## src/rtl/job_host_pkg.sv

```systemverilog
// Shared types and constants for the job_host sequencer and its result FIFO.
// A result record packs {y, s, b, regime, timeout} with timeout in the LSB.
package job_host_pkg;

    typedef enum logic [2:0] {
        IDLE,
        LAUNCH,
        WAIT_ACT,
        RUN,
        CAPTURE
    } state_e;

    localparam int RES_W       = 8 + 3 + 1 + 2 + 1;
    localparam int RES_TMO_O   = 0;
    localparam int RES_REG_O   = 1;
    localparam int RES_B_O     = 3;
    localparam int RES_S_O     = 4;
    localparam int RES_Y_O     = 7;
    localparam int TIMEOUT_DEF = 255;

    function automatic logic [RES_W-1:0] pack_res(
        input logic [7:0] y,
        input logic [2:0] s,
        input logic       b,
        input logic [1:0] regime,
        input logic       tmo
    );
        return {y, s, b, regime, tmo};
    endfunction

endpackage

```

## src/rtl/job_host_fifo.sv

```systemverilog
// Show-ahead synchronous result FIFO: head entry is presented straight from storage.
// Pointers wrap naturally because DEPTH is a power of two; pop on empty is ignored.
module job_host_fifo
    import job_host_pkg::*;
#(
    parameter int DEPTH = 4
) (
    input  logic                     clk_i,
    input  logic                     rst_i,
    input  logic                     push_i,
    input  logic [RES_W-1:0]         wdata_i,
    input  logic                     pop_i,
    output logic [RES_W-1:0]         rdata_o,
    output logic [$clog2(DEPTH):0]   count_o
);

    localparam int AW = $clog2(DEPTH);
    localparam logic [AW:0] FULL_CNT = (AW+1)'(DEPTH);

    logic [RES_W-1:0] mem_q [DEPTH];
    logic [AW-1:0]    wr_ptr_q;
    logic [AW-1:0]    rd_ptr_q;
    logic [AW:0]      count_q;
    logic [AW:0]      count_d;
    logic             push_ok;
    logic             pop_ok;

    assign pop_ok  = pop_i && (count_q != '0);
    assign push_ok = push_i && (count_q != FULL_CNT);

    always_comb begin
        count_d = count_q;
        if (push_ok && !pop_ok) begin
            count_d = count_q + (AW+1)'(1);
        end else if (!push_ok && pop_ok) begin
            count_d = count_q - (AW+1)'(1);
        end
    end

    always_ff @(posedge clk_i) begin
        if (rst_i) begin
            for (int i = 0; i < DEPTH; i++) begin
                mem_q[i] <= '0;
            end
            wr_ptr_q <= '0;
            rd_ptr_q <= '0;
            count_q  <= '0;
        end else begin
            if (push_ok) begin
                mem_q[wr_ptr_q] <= wdata_i;
                wr_ptr_q        <= wr_ptr_q + AW'(1);
            end
            if (pop_ok) begin
                rd_ptr_q <= rd_ptr_q + AW'(1);
            end
            count_q <= count_d;
        end
    end

    assign rdata_o = mem_q[rd_ptr_q];
    assign count_o = count_q;

endmodule

```

## src/rtl/job_host.sv

```systemverilog
// Initiator-side sequencer for `main`: launches one job at a time, watches the
// active handshake with an abort timer, and queues captured results.
module job_host
    import job_host_pkg::*;
#(
    parameter int DEPTH   = 4,
    parameter int TIMEOUT = TIMEOUT_DEF
) (
    input  logic       clk_i,
    input  logic       rst_i,
    input  logic       cmd_valid_i,
    output logic       cmd_ready_o,
    input  logic [7:0] cmd_x_i,
    input  logic [1:0] cmd_on_i,
    output logic [7:0] x_o,
    output logic [1:0] on_o,
    output logic       start_o,
    input  logic       active_i,
    input  logic [7:0] y_i,
    input  logic [2:0] s_i,
    input  logic       b_i,
    input  logic [1:0] regime_i,
    output logic       res_valid_o,
    input  logic       res_ready_i,
    output logic [7:0] res_y_o,
    output logic [2:0] res_s_o,
    output logic       res_b_o,
    output logic [1:0] res_regime_o,
    output logic       res_timeout_o,
    output logic       busy_o
);

    localparam int CW = $clog2(DEPTH) + 1;
    localparam logic [CW-1:0] FULL_CNT = CW'(DEPTH);
    localparam logic [7:0]    TMO_LAST = 8'(TIMEOUT - 1);

    state_e           state_q;
    logic [7:0]       x_q;
    logic [1:0]       on_q;
    logic             start_q;
    logic [7:0]       timer_q;
    logic             tmo_q;
    logic [CW-1:0]    fifo_cnt;
    logic [RES_W-1:0] head;
    logic             accept;

    // Full is judged on the pre-pop count, so a pop never frees a slot for the same cycle.
    assign cmd_ready_o = (state_q == IDLE) && (fifo_cnt != FULL_CNT);
    assign accept      = cmd_valid_i && cmd_ready_o;

    always_ff @(posedge clk_i) begin
        if (rst_i) begin
            state_q <= IDLE;
            x_q     <= '0;
            on_q    <= '0;
            start_q <= 1'b0;
            timer_q <= '0;
            tmo_q   <= 1'b0;
        end else begin
            start_q <= 1'b0;
            case (state_q)
                IDLE: begin
                    if (accept) begin
                        x_q     <= cmd_x_i;
                        on_q    <= cmd_on_i;
                        start_q <= 1'b1;
                        state_q <= LAUNCH;
                    end
                end
                LAUNCH: begin
                    timer_q <= '0;
                    tmo_q   <= 1'b0;
                    state_q <= WAIT_ACT;
                end
                WAIT_ACT: begin
                    timer_q <= timer_q + 8'd1;
                    if (active_i) begin
                        state_q <= RUN;
                    end else if (timer_q == TMO_LAST) begin
                        tmo_q   <= 1'b1;
                        state_q <= CAPTURE;
                    end
                end
                RUN: begin
                    timer_q <= timer_q + 8'd1;
                    // A normal finish on the last allowed cycle wins over the abort.
                    if (!active_i) begin
                        state_q <= CAPTURE;
                    end else if (timer_q == TMO_LAST) begin
                        tmo_q   <= 1'b1;
                        state_q <= CAPTURE;
                    end
                end
                CAPTURE: begin
                    state_q <= IDLE;
                end
                default: begin
                    state_q <= IDLE;
                end
            endcase
        end
    end

    job_host_fifo #(
        .DEPTH (DEPTH)
    ) u_fifo (
        .clk_i   (clk_i),
        .rst_i   (rst_i),
        .push_i  (state_q == CAPTURE),
        .wdata_i (pack_res(y_i, s_i, b_i, regime_i, tmo_q)),
        .pop_i   (res_ready_i),
        .rdata_o (head),
        .count_o (fifo_cnt)
    );

    assign x_o           = x_q;
    assign on_o          = on_q;
    assign start_o       = start_q;
    assign busy_o        = (state_q != IDLE);
    assign res_valid_o   = (fifo_cnt != '0);
    assign res_y_o       = head[RES_Y_O +: 8];
    assign res_s_o       = head[RES_S_O +: 3];
    assign res_b_o       = head[RES_B_O];
    assign res_regime_o  = head[RES_REG_O +: 2];
    assign res_timeout_o = head[RES_TMO_O];

endmodule

```

## config.mk

```make
export PLATFORM = sky130hd
export DESIGN_NAME = job_host
export DESIGN_NICKNAME = d
export VERILOG_FILES = /design/src/rtl/job_host_pkg.sv /design/src/rtl/job_host_fifo.sv /design/src/rtl/job_host.sv
export SDC_FILE = /design/constraint.sdc
export NUM_CORES = 1
export LEC_CHECK = 0
export CORE_ASPECT_RATIO = 1.1
export CORE_MARGIN = 2
export CORE_UTILIZATION = 35
export DETAILED_ROUTE_END_ITERATION = 10
export SLEW_MARGIN = 20
export SYNTH_ARGS = -nofsm -noshare
export SYNTH_HDL_FRONTEND = slang
export SYNTH_SLANG_ARGS = --single-unit
```

## constraint.sdc

```tcl
create_clock -name clk_i -period 2.36 [get_ports clk_i]
set_input_delay 0.354 -clock clk_i [delete_from_list [all_inputs] [get_ports clk_i]]
set_output_delay 0.354 -clock clk_i [all_outputs]
set_load 0.01 [all_outputs]
```

==> reports/qor.yml, run 1 <==
hp-class: "flip-flop to flip-flop"
synth_top_area_frac: 0.448
row_count: 41
drt-vias-per-instance: 4.73
post-route-util: 0.447
critPathLaunchType: "flip-flop"
synth_mux_area_frac: 0.117
synth-edff-count: 60
fillers: 1065
fp.coreArea_um2: 11300
r2r_slack_ns: 0.16
ys_seq_elements: 92
h-tree-depth: 3
yosysMostFrequentCell: "nor2_1"
area_growth_pct: 26.0
drt_wl_total_mm: 8.01
synth_cells: 318
worstPathMaxFanout: 15
syn_avg_cell_area_um2: 12.6
peakVddDrop_mv: 0.333
drive_gt1_frac: 0.158
antenna_left: 0
synth_top_family_by_area: "simple AND/OR/NAND/NOR gates"
required_ns: 2.01
cts.sinks: 92
synth_common_cells: "82 x nor2_1, 60 x edfxtp_1, 32 x dfxtp_1"
powerDensity_nw_per_um2: 888
async_reset_ff_frac: 0
regToRegEndpoint: "u_fifo.count_o[2]"
timing.slew.headroom: 0.576
leakage_nw: 1.83
vias: 2533
rsz0062_at_grt: "false"
cts_root_buffer: "clkbuf_16"
slew_viol_final: 0
fin_worst_skew_ns: 0.00526
finalCritPeriodShare: 0.964
antennaDiodeCount: 0
syn_area_um2: 4020
hold_buffers: 0
clk_pin_slew_ns: 0.06
min_period_ns: 2.28
worstMarginPinSlew_ns: 0.635
cts_tree: "built"
io_buffers: 57
grt_max_degree: 30
numCtsBuffers: 9
synth_adder_area_share: 0.0143
min_path_cells: 1
finalHoldViolations: 0
synth.area.top_cells: "edfxtp_1 45%, dfxtp_1 16%, mux4_2 8.4%"
hpwl_mm: 5.21
synth_compound_area_frac: 0.0336
dieArea_um2: 12400
wire_per_inst_um: 14.9
grt_pass1_wl_mm: 13.2
setup_viol: 0
fmax_mhz: 439
io_pins: 58
worst_hold_startpoint: "timer_q[7]"
cap_violations: 0
drt_pass1_iterations: 4
start_util: 0.355
cts_buffer_depth: 2
yosys.area_share.simple: 0.174
fin_setup_tns_ns: 0
overflow: 0
die-width_um: 106
worstRegToRegCells: 8
cp_data_arrival_time_ns: 1.92
worst_setup_path_end_kind: "output pin"
min_to: "timer_q[7]"
yosysTopAreaCell: "edfxtp_1"
nets: 414
clock_latency_ns: 0.34
synth_xor_xnor_area_share: 0.0174
post-route-drc-count: 0
syn-num-nets: 351
ys_warn_count: 0
status: "finished clean"
postCtsSetupRepairBufs: 0
gp_congestion: 0.795
synthFlopType: "edfxtp_1"
dieHeight_um: 116
grt_util_all_layers: 0.141
yosysUniqueCellTypes: 47
grt_pass1_vias: 2642
setup.worst_path.class: "flip-flop to output pin"
r2r-start: "u_fifo.count_o[0]"
antenna_found_initial: 0
ctsResizeCount: 0
drt_iter0_drc: 80
yosysSeqAreaShare: 0.608
==> worst max path at each step <==
| stage | endpoint | from | cells past startpoint | slack [ns] |
|---|---|---|---|---|
| finish | res_y_o[6] | flip-flop | 3 | 0.08 |
| global route | res_timeout_o | flip-flop | 3 | 0.02 |
| CTS | res_y_o[6] | flip-flop | 3 | 0.07 |
| detailed placement | u_fifo.count_o[2] | res_ready_i | 8 | 0.14 |
| global placement | u_fifo.count_o[2] | res_ready_i | 8 | 0.22 |
| floorplan | u_fifo.count_o[2] | u_fifo.count_o[0] | 10 | 0.16 |
==> cell type report <==
type / instances / area [um^2] / area share
Clock buffer: 10 / 229 / 0.0452
Inverter: 6 / 22.5 / 0.00445
Timing Repair Buffer: 71 / 688 / 0.136
Tap cell: 150 / 188 / 0.0370
Sequential cell: 92 / 2440 / 0.482
Clock inverter: 6 / 65.1 / 0.0128
Multi-Input combinational cell: 201 / 1430 / 0.283
==> sequential cells by signal, summed over array words and instances (netlist names), named ones only <==
| register | count |
|---|---|
| on_o | 2 |
| start_o | 1 |
| state_q | 3 |
| timer_q | 8 |
| tmo_q | 1 |
| u_fifo.count_o | 3 |
| u_fifo.mem_q | 60 |
| u_fifo.rd_ptr_q | 2 |
| u_fifo.wr_ptr_q | 2 |
| x_o | 8 |
==> per-layer routing <==
layer,up-vias,part of all wire,global-route usage
li1,1249,-,-
met1,1207,0.44,0.171
met2,68,0.49,0.237
met3,9,0.055,0.0424
met4,0,0.017,0.0596
met5,-,0,0
==> cell families (layout without fill, tap and decap cells) <==
logic type                 Yosys count  count (layout)
DFF                                 92              92
AOI/OAI and AO/OA                   20              20
adders and majority gates            4               4
xor gates and xnor gates             8               8
buffers and inverters               25              93
muxes                               28              28
and+or+nand+nor                    141             141
==> where the power goes <==
| part | internal, mW | switching [mW] |
|---|---|---|
| Clock | 0.821 | 0.604 |
| Combinational | 0.637 | 0.510 |
| Sequential | 1.84 | 0.0907 |
| Total | 3.29 | 1.21 |
==> worst max-delay path, cell delays in order (launching register included) <==
cell and delay [ns]:
dfxtp_1 0.35, buf_12 0.19, mux4_2 0.54, clkdlybuf4s50_1 0.50
==> cells in the final DEF (no fill, tap or decap), types with 3 or more instances in the layout <==
cell type and instances:
clkbuf_16 9, xor2_1 5, o21ai_0 3, a21oi_1 5
nand2b_1 3, mux2i_1 11, clkdlybuf4s50_1 57, mux4_2 15
or3_1 3, nand4_1 3, nor2_4 9, buf_4 13
and3_1 3, nand2_1 24, edfxtp_1 60, dfxtp_1 32
xnor2_1 3, nor2_1 82, inv_1 6, ha_1 3
==> stage by stage <==
step	power, mW	instances	cell area [um^2]	hold WS, ns	worst slack [ns]
detailed placement	3.12	520	4770	0.472	0.141
global route	4.73	536	5070	0.527	0.0169
CTS	4.56	536	5070	0.481	0.0708
finish	4.50	536	5070	0.479	0.0840
floorplan	2.63	318	4020	0.447	0.156
global placement	3.10	520	4770	0.473	0.216
(Power assumes the default switching activity.)
==> run 2: changes to the inputs <==
Settings changed: PLACE_DENSITY set to 0.64, SYNTH_HIERARCHICAL set to 1.
==> run 2 against run 1 <==
  * Wire length is 2.7% higher
  * Register-to-register slack lost 0.06 ns
  * Maximum frequency shrank 0.68%
  * Setup slack worse by 0.016 ns
  * Final cell count fell by 1.1%
  * Combinational power shrank 18%
  * Largest cell class unchanged
  * Largest power group unchanged
==> reports/qor.yml, run 2 <==
status: "finished clean"
dieArea_um2: 12700  # +2.6%
synth_mux_area_frac: 0.114  # -0.00312
synthFlopType: "edfxtp_1"
layout_commonest_cell: "edfxtp_1"
timing.slew.headroom: 0.596  # +0.0200
setup_viol: 0  # unchanged
drive_gt1_frac: 0.213  # +0.0551
drt-vias-per-instance: 4.85  # +2.7%
gp_congestion: 0.808  # +1.6%
powerDensity_nw_per_um2: 811  # -8.7%
hold_ws_ns: 0.510  # +0.0319 ns
worstMarginPinSlew_ns: 0.604  # -0.0312 ns
cts_buffer_depth: 2  # unchanged
post-route-drc-count: 0  # unchanged
fmax_mhz: 436  # -0.68%
worst_setup_path_end_kind: "output pin"
clk_pin_slew_ns: 0.07  # about the same
grt_util_all_layers: 0.140  # -0.00164
synth_compound_area_frac: 0.0409  # +0.00728
async_reset_ff_frac: 0  # unchanged
finalCritPeriodShare: 0.971  # +0.00661
synth_top_family_by_area: "simple AND/OR/NAND/NOR gates"
setup.worst_path.class: "flip-flop to output pin"
r2r_slack_ns: 0.10  # -0.06 ns
totalPowerFinal_mw: 4.25  # -5.5%
path_cells: "buf_12 > mux4_2 > clkdlybuf4s50_1"
place_ws_ns: -0.00525  # -0.146 ns
cpLargestDelayFamily: "buffers and inverters"
hpwl_mm: 5.30  # +1.6%
crit_slowest_cell: "mux4_2"
hold_buffers: 0  # unchanged
slew_viol_final: 0  # unchanged
syn_area_um2: 4130  # +2.7%
leakage_nw: 1.93  # +5.6%
cts_root_buffer: "clkbuf_16"
fin_worst_skew_ns: 0.00765  # +0.00239 ns
synth-edff-count: 60  # unchanged
row_count: 41  # unchanged
yosysMostFrequentCell: "edfxtp_1"
grt_max_degree: 28  # -6.7%
peakVddDrop_mv: 0.437  # +31%
cts_tree: "built"
vias: 2572  # +1.5%
synth_xor_xnor_area_share: 0.0127  # -0.00471
worstPathMaxFanout: 15  # unchanged
numCtsBuffers: 9  # unchanged
antenna_left: 0  # unchanged
cap_violations: 0  # unchanged
nets: 408  # -1.4%
synth_cells: 304  # -4.4%
die-width_um: 108  # +1.3%
cts.sinks: 92  # unchanged
max_stage_delay_ns: 0.55  # about the same
required_ns: 2.01  # about the same
synth_common_cells: "60 x edfxtp_1, 47 x and2_1, 32 x dfxtp_1"
cp_data_arrival_time_ns: 1.94  # +0.02 ns
hp-class: "flip-flop to flip-flop"
critical_path_buf_inv_count: 2  # unchanged
fp.coreArea_um2: 11500  # +1.4%
yosysTopAreaCell: "edfxtp_1"
drt_wl_total_mm: 8.23  # +2.7%
ys_warn_count: 6  # +6
min_period_ns: 2.29  # +0.0156 ns
wire_per_inst_um: 15.5  # +3.9%
synth.area.top_cells: "edfxtp_1 44%, dfxtp_1 16%, mux4_2 8.2%"
h-tree-depth: 3  # unchanged
critPathLaunchType: "flip-flop"
io_pins: 58  # unchanged
final_cell_mix: "60 x edfxtp_1, 56 x clkdlybuf4s50_1, 46 x and2_1"
antennaDiodeCount: 0  # unchanged
drt_pass1_iterations: 4  # unchanged
overflow: 0  # unchanged
drt_iter0_drc: 59  # -26%
yosysUniqueCellTypes: 51  # +8.5%
area_growth_pct: 26.9
grt_pass1_wl_mm: 13.6  # +3.3%
syn-num-nets: 337  # -4.0%
synth_top_area_frac: 0.436  # -0.0119
antenna_found_initial: 0  # unchanged
ys_seq_elements: 92  # unchanged
largest_register_ffs: 60  # unchanged
start_util: 0.359  # +0.00483
synth_adder_area_share: 0.0139  # -0.000382
finalHoldViolations: 0  # unchanged
regMostFlops: "u_fifo/mem_q"
rsz0062_at_grt: "false"
worst_slack_ns: 0.0684  # -0.0156 ns
fin_setup_tns_ns: 0  # unchanged
grt_pass1_vias: 2711  # +2.6%
io_buffers: 57  # unchanged
yosysSeqAreaShare: 0.591  # -0.0162
yosys.area_share.simple: 0.199  # +0.0254
clock_latency_ns: 0.34  # about the same
dieHeight_um: 118  # +1.3%
syn_avg_cell_area_um2: 13.6  # +7.5%
-- run 2: cell types whose count changed after synthesis, moves of 3 or more --
cell     delta
and2_2      +5
inv_1       +3
nand2_1    -19
and2_1     +47
nor2_1     -56
buf_4       -4
a21oi_1     +3
and2_4      +9
nor2_4      -8
nor3_1      +4
-- run 2: layer usage --
layer | part of all wire | routed length (um) | up-vias | track usage
met5 | 0 | 0 | - | 0
met4 | 0.0080 | 66 | 0 | 0.0409
met3 | 0.061 | 498 | 7 | 0.0498
met2 | 0.51 | 4200 | 61 | 0.238
met1 | 0.42 | 3460 | 1259 | 0.164
li1 | - | - | 1245 | -
-- run 2: cell families (layout without fill, tap and decap cells) --
group,Yosys count,in the layout
adders and majority gates,4,4
buffers and inverters,22,98
and+or+nand+nor,127,127
DFF,92,92
xor gates and xnor gates,6,6
muxes,28,28
AOI/OAI and AO/OA,25,25
-- run 2: layout make-up --
type | instances | area (um^2)
fillers | 1067 | 6250
flip-flops and latches | 92 | 2440
multi-input cells | 190 | 1580
repair buffers | 73 | 706
clock buffers | 9 | 225
well taps | 150 | 188
clock inverters | 7 | 62.6
inverters | 9 | 33.8
-- run 2: metrics by stage --
| step | std cells | util | area (um^2) |
|---|---|---|---|
| global placement | 513 | 0.430 | 4940 |
| finish | 530 | 0.456 | 5240 |
| global route | 530 | 0.456 | 5240 |
| floorplan | 304 | - | 4140 |
| CTS | 529 | 0.455 | 5220 |
| detailed placement | 513 | 0.430 | 4940 |
-- run 2: what timing repair did --
item | in CTS | in global routing
gates resized for setup | 0 | 5
setup endpoints to repair | 0 | 2
endpoints found under the hold margin | 0 | 0
setup buffers | 0 | 1
-- run 2: final timing paths --
check                    start                end  cells after the start
max reg2reg  u_fifo/count_o[0]  u_fifo/count_o[2]                      7
min reg2reg         timer_q[7]         timer_q[7]                      2
max                  flip-flop      res_timeout_o                      3
min                 timer_q[7]         timer_q[7]                      2
-- run 2: report_power, final --
part | internal, mW | switching (mW)
combinational | 0.516 | 0.428
sequential | 1.82 | 0.0928
clock | 0.740 | 0.651
total | 3.08 | 1.17
-- run 2: tightest hold or removal path: cells and delay by family, from the launching register on --
kind | cells | cell delay (ns)
AND/OR/NAND/NOR | 1 | 0.07
AO/OA/AOI/OAI | 1 | 0.06
flip-flops | 1 | 0.33
==> run 3: changes to the inputs <==
Settings changed: PLACE_DENSITY 0.64 to 0.62.
Clock period 2.36 ns to 2.5 ns, I/O delays scaled along.
==> run 3 against run 2 <==
  * First-iteration DRC count decreased by 5.1%
  * Final cell count decreased by 0.57%
  * Global-route usage decreased by 0.22 points
  * Clock power decreased by 14%
  * Clock-buffer cell count increased by 4
  * Wire length decreased by 1.3%
  * Setup slack improved by 0.11 ns
  * Die area unchanged
  * Register-to-register slack improved by 0.08 ns
  * Combinational power decreased by 9.1%
  * Core utilization decreased by 0.45 points
  * Critical endpoint is now u_fifo/count_o[2]
==> reports/qor.yml, run 3 (synthesized netlist as in run 2, its figures left out) <==
status: "finished clean"
worstMarginPinSlew_ns: 0.640  # +0.0364 ns
drt_wl_total_mm: 8.12  # -1.3%
regArea_um2: 2440  # about the same
cts_tree: "built"
cts_buffer_depth: 2  # unchanged
critical_path_buf_inv_count: 2  # unchanged
dp_cells: 511  # -0.39%
timing.slew.headroom: 0.572  # -0.0244
slew_viol_final: 0  # unchanged
finalCritPeriodShare: 0.928
hold_buffers: 0  # unchanged
regMostFlops: "u_fifo/mem_q"
use_met2: 0.246  # +0.00825
leakage_nw: 1.89  # -2.0%
power.internal_mw: 2.86  # -7.1%
placed_area_um2: 4930  # about the same
dieArea_um2: 12700  # unchanged
grt.met3_usage: 0.0349  # -0.0150
cts.sinks: 92  # unchanged
min_period_ns: 2.32
post-route-util: 0.452  # -0.00446
die-width_um: 108  # unchanged
fillers: 1062  # -0.47%
hp-class: "flip-flop to flip-flop"
grt_pass1_wl_mm: 13.4  # -1.5%
place_ws_ns: 0.109  # +0.114 ns
totalPowerFinal_mw: 3.87  # -9.0%
max_stage_delay_ns: 0.40  # -0.15 ns
drt_pass1_iterations: 6  # +2
finish.instance_area_um2: 5190  # -0.98%
start_util: 0.359  # unchanged
rsz0062_at_grt: "false"
vias: 2561  # -0.43%
met1_usage: 0.158  # -0.00551
powerDensity_nw_per_um2: 745  # -8.1%
fin_worst_skew_ns: 0.00463  # -0.00302 ns
fmax_mhz: 431
worst_setup_path_end_kind: "flip-flop"
cp_common_cell: "inv_1"
nets: 405  # -0.74%
p_sw_frac: 0.261  # -0.0151
wire_per_inst_um: 15.4  # -0.74%
final_cell_mix: "60 x edfxtp_1, 57 x clkdlybuf4s50_1, 47 x and2_1"
grt_util_all_layers: 0.137  # -0.00216
h-tree-depth: 3  # unchanged
overflow: 0  # unchanged
post-route-drc-count: 0  # unchanged
cap_violations: 0  # unchanged
drive_gt1_frac: 0.183  # -0.0301
drt_iter0_drc: 56  # -5.1%
netSwitchingPower_mw: 1.01  # -14%
setup_viol: 0  # unchanged
finalHoldViolations: 0  # unchanged
largest_register_ffs: 60  # unchanged
drt-vias-per-instance: 4.86  # +0.14%
hold_ws_ns: 0.492  # -0.0185 ns
setup.worst_path.class: "flip-flop to flip-flop"
gp_congestion: 0.762  # -5.7%
worst_slack_ns: 0.181  # +0.112 ns
power_frac_clock: 0.310  # -0.017
multi_input_area_um2: 1580  # -0.47%
area_growth_pct: 25.7
antenna_found_initial: 0  # unchanged
p_comb_frac: 0.222  # about the same
cp_data_arrival_time_ns: 2.58  # +0.64 ns
fp.coreArea_um2: 11500  # unchanged
antennaDiodeCount: 0  # unchanged
p_seq_frac: 0.468  # +0.017
stdcell_count: 527  # -0.57%
io_pins: 58  # unchanged
row_count: 41  # unchanged
top_usage_layer: "met2"
cpLargestDelayFamily: "simple AND/OR/NAND/NOR gates"
peakVddDrop_mv: 0.288  # -34%
clk_pin_slew_ns: 0.06  # about the same
required_ns: 2.76  # +0.75 ns
grt_pass1_vias: 2651  # -2.2%
antenna_left: 0  # unchanged
dieHeight_um: 118  # unchanged
ctsResizeCount: 0  # unchanged
io_buffers: 57  # unchanged
layout_commonest_cell: "edfxtp_1"
cts_root_buffer: "clkbuf_16"
numCtsBuffers: 9  # unchanged
critPathLaunchType: "flip-flop"
crit_slowest_cell: "or3_2"
worstPathMaxFanout: 5  # -10
hpwl_mm: 5.38  # +1.5%
grt_max_degree: 20  # -29%
fin_setup_tns_ns: 0  # unchanged
clock_latency_ns: 0.33  # about the same
postCtsSetupRepairBufs: 0  # unchanged
path_cells: "nor2_1 > and2_1 > inv_1 > nor2_4 > ha_1 > inv_1 > fa_1 > xor2_1 > or3_2 > a21oi_1"
run 3: path summary, 6_finish.rpt:
path	startpoint	to	slack (ns)	cells after the start
setup / recovery	state_q[0]	u_fifo/count_o[2]	0.18	10
hold / removal	x_o[2]	x_o[2]	0.49	2
setup reg to reg	state_q[0]	u_fifo/count_o[2]	0.18	10
hold reg to reg	x_o[2]	x_o[2]	0.49	2
run 3: layout make-up:
class,count,area share
Clock buffer,13,0.0463
Clock inverter,3,0.00337
Inverter,9,0.00651
Multi-Input combinational cell,190,0.304
Sequential cell,92,0.470
Tap cell,150,0.0362
Timing Repair Buffer,70,0.134
run 3: layer usage:
metal	share of wire	vias up	wire [um]
li1	-	1241	-
met1	0.42	1262	3410
met2	0.53	50	4290
met3	0.044	8	354
met4	0.0076	0	62
met5	0	-	0
run 3: power by group through the flow:
stage / sequential, mW / clock, mW / combinational (mW)
finish: 1.81 / 1.20 / 0.858
global placement: 1.83 / 0 / 0.868
CTS: 1.81 / 1.24 / 0.875
detailed placement: 1.84 / 0 / 0.871
global route: 1.82 / 1.32 / 0.938
floorplan: 1.83 / 0 / 0.499
run 3: worst min-delay path, stage by stage, from the launching register on:
cell and delay [ns]:
dfxtp_1 0.32, mux2i_1 0.06, nor2_1 0.07
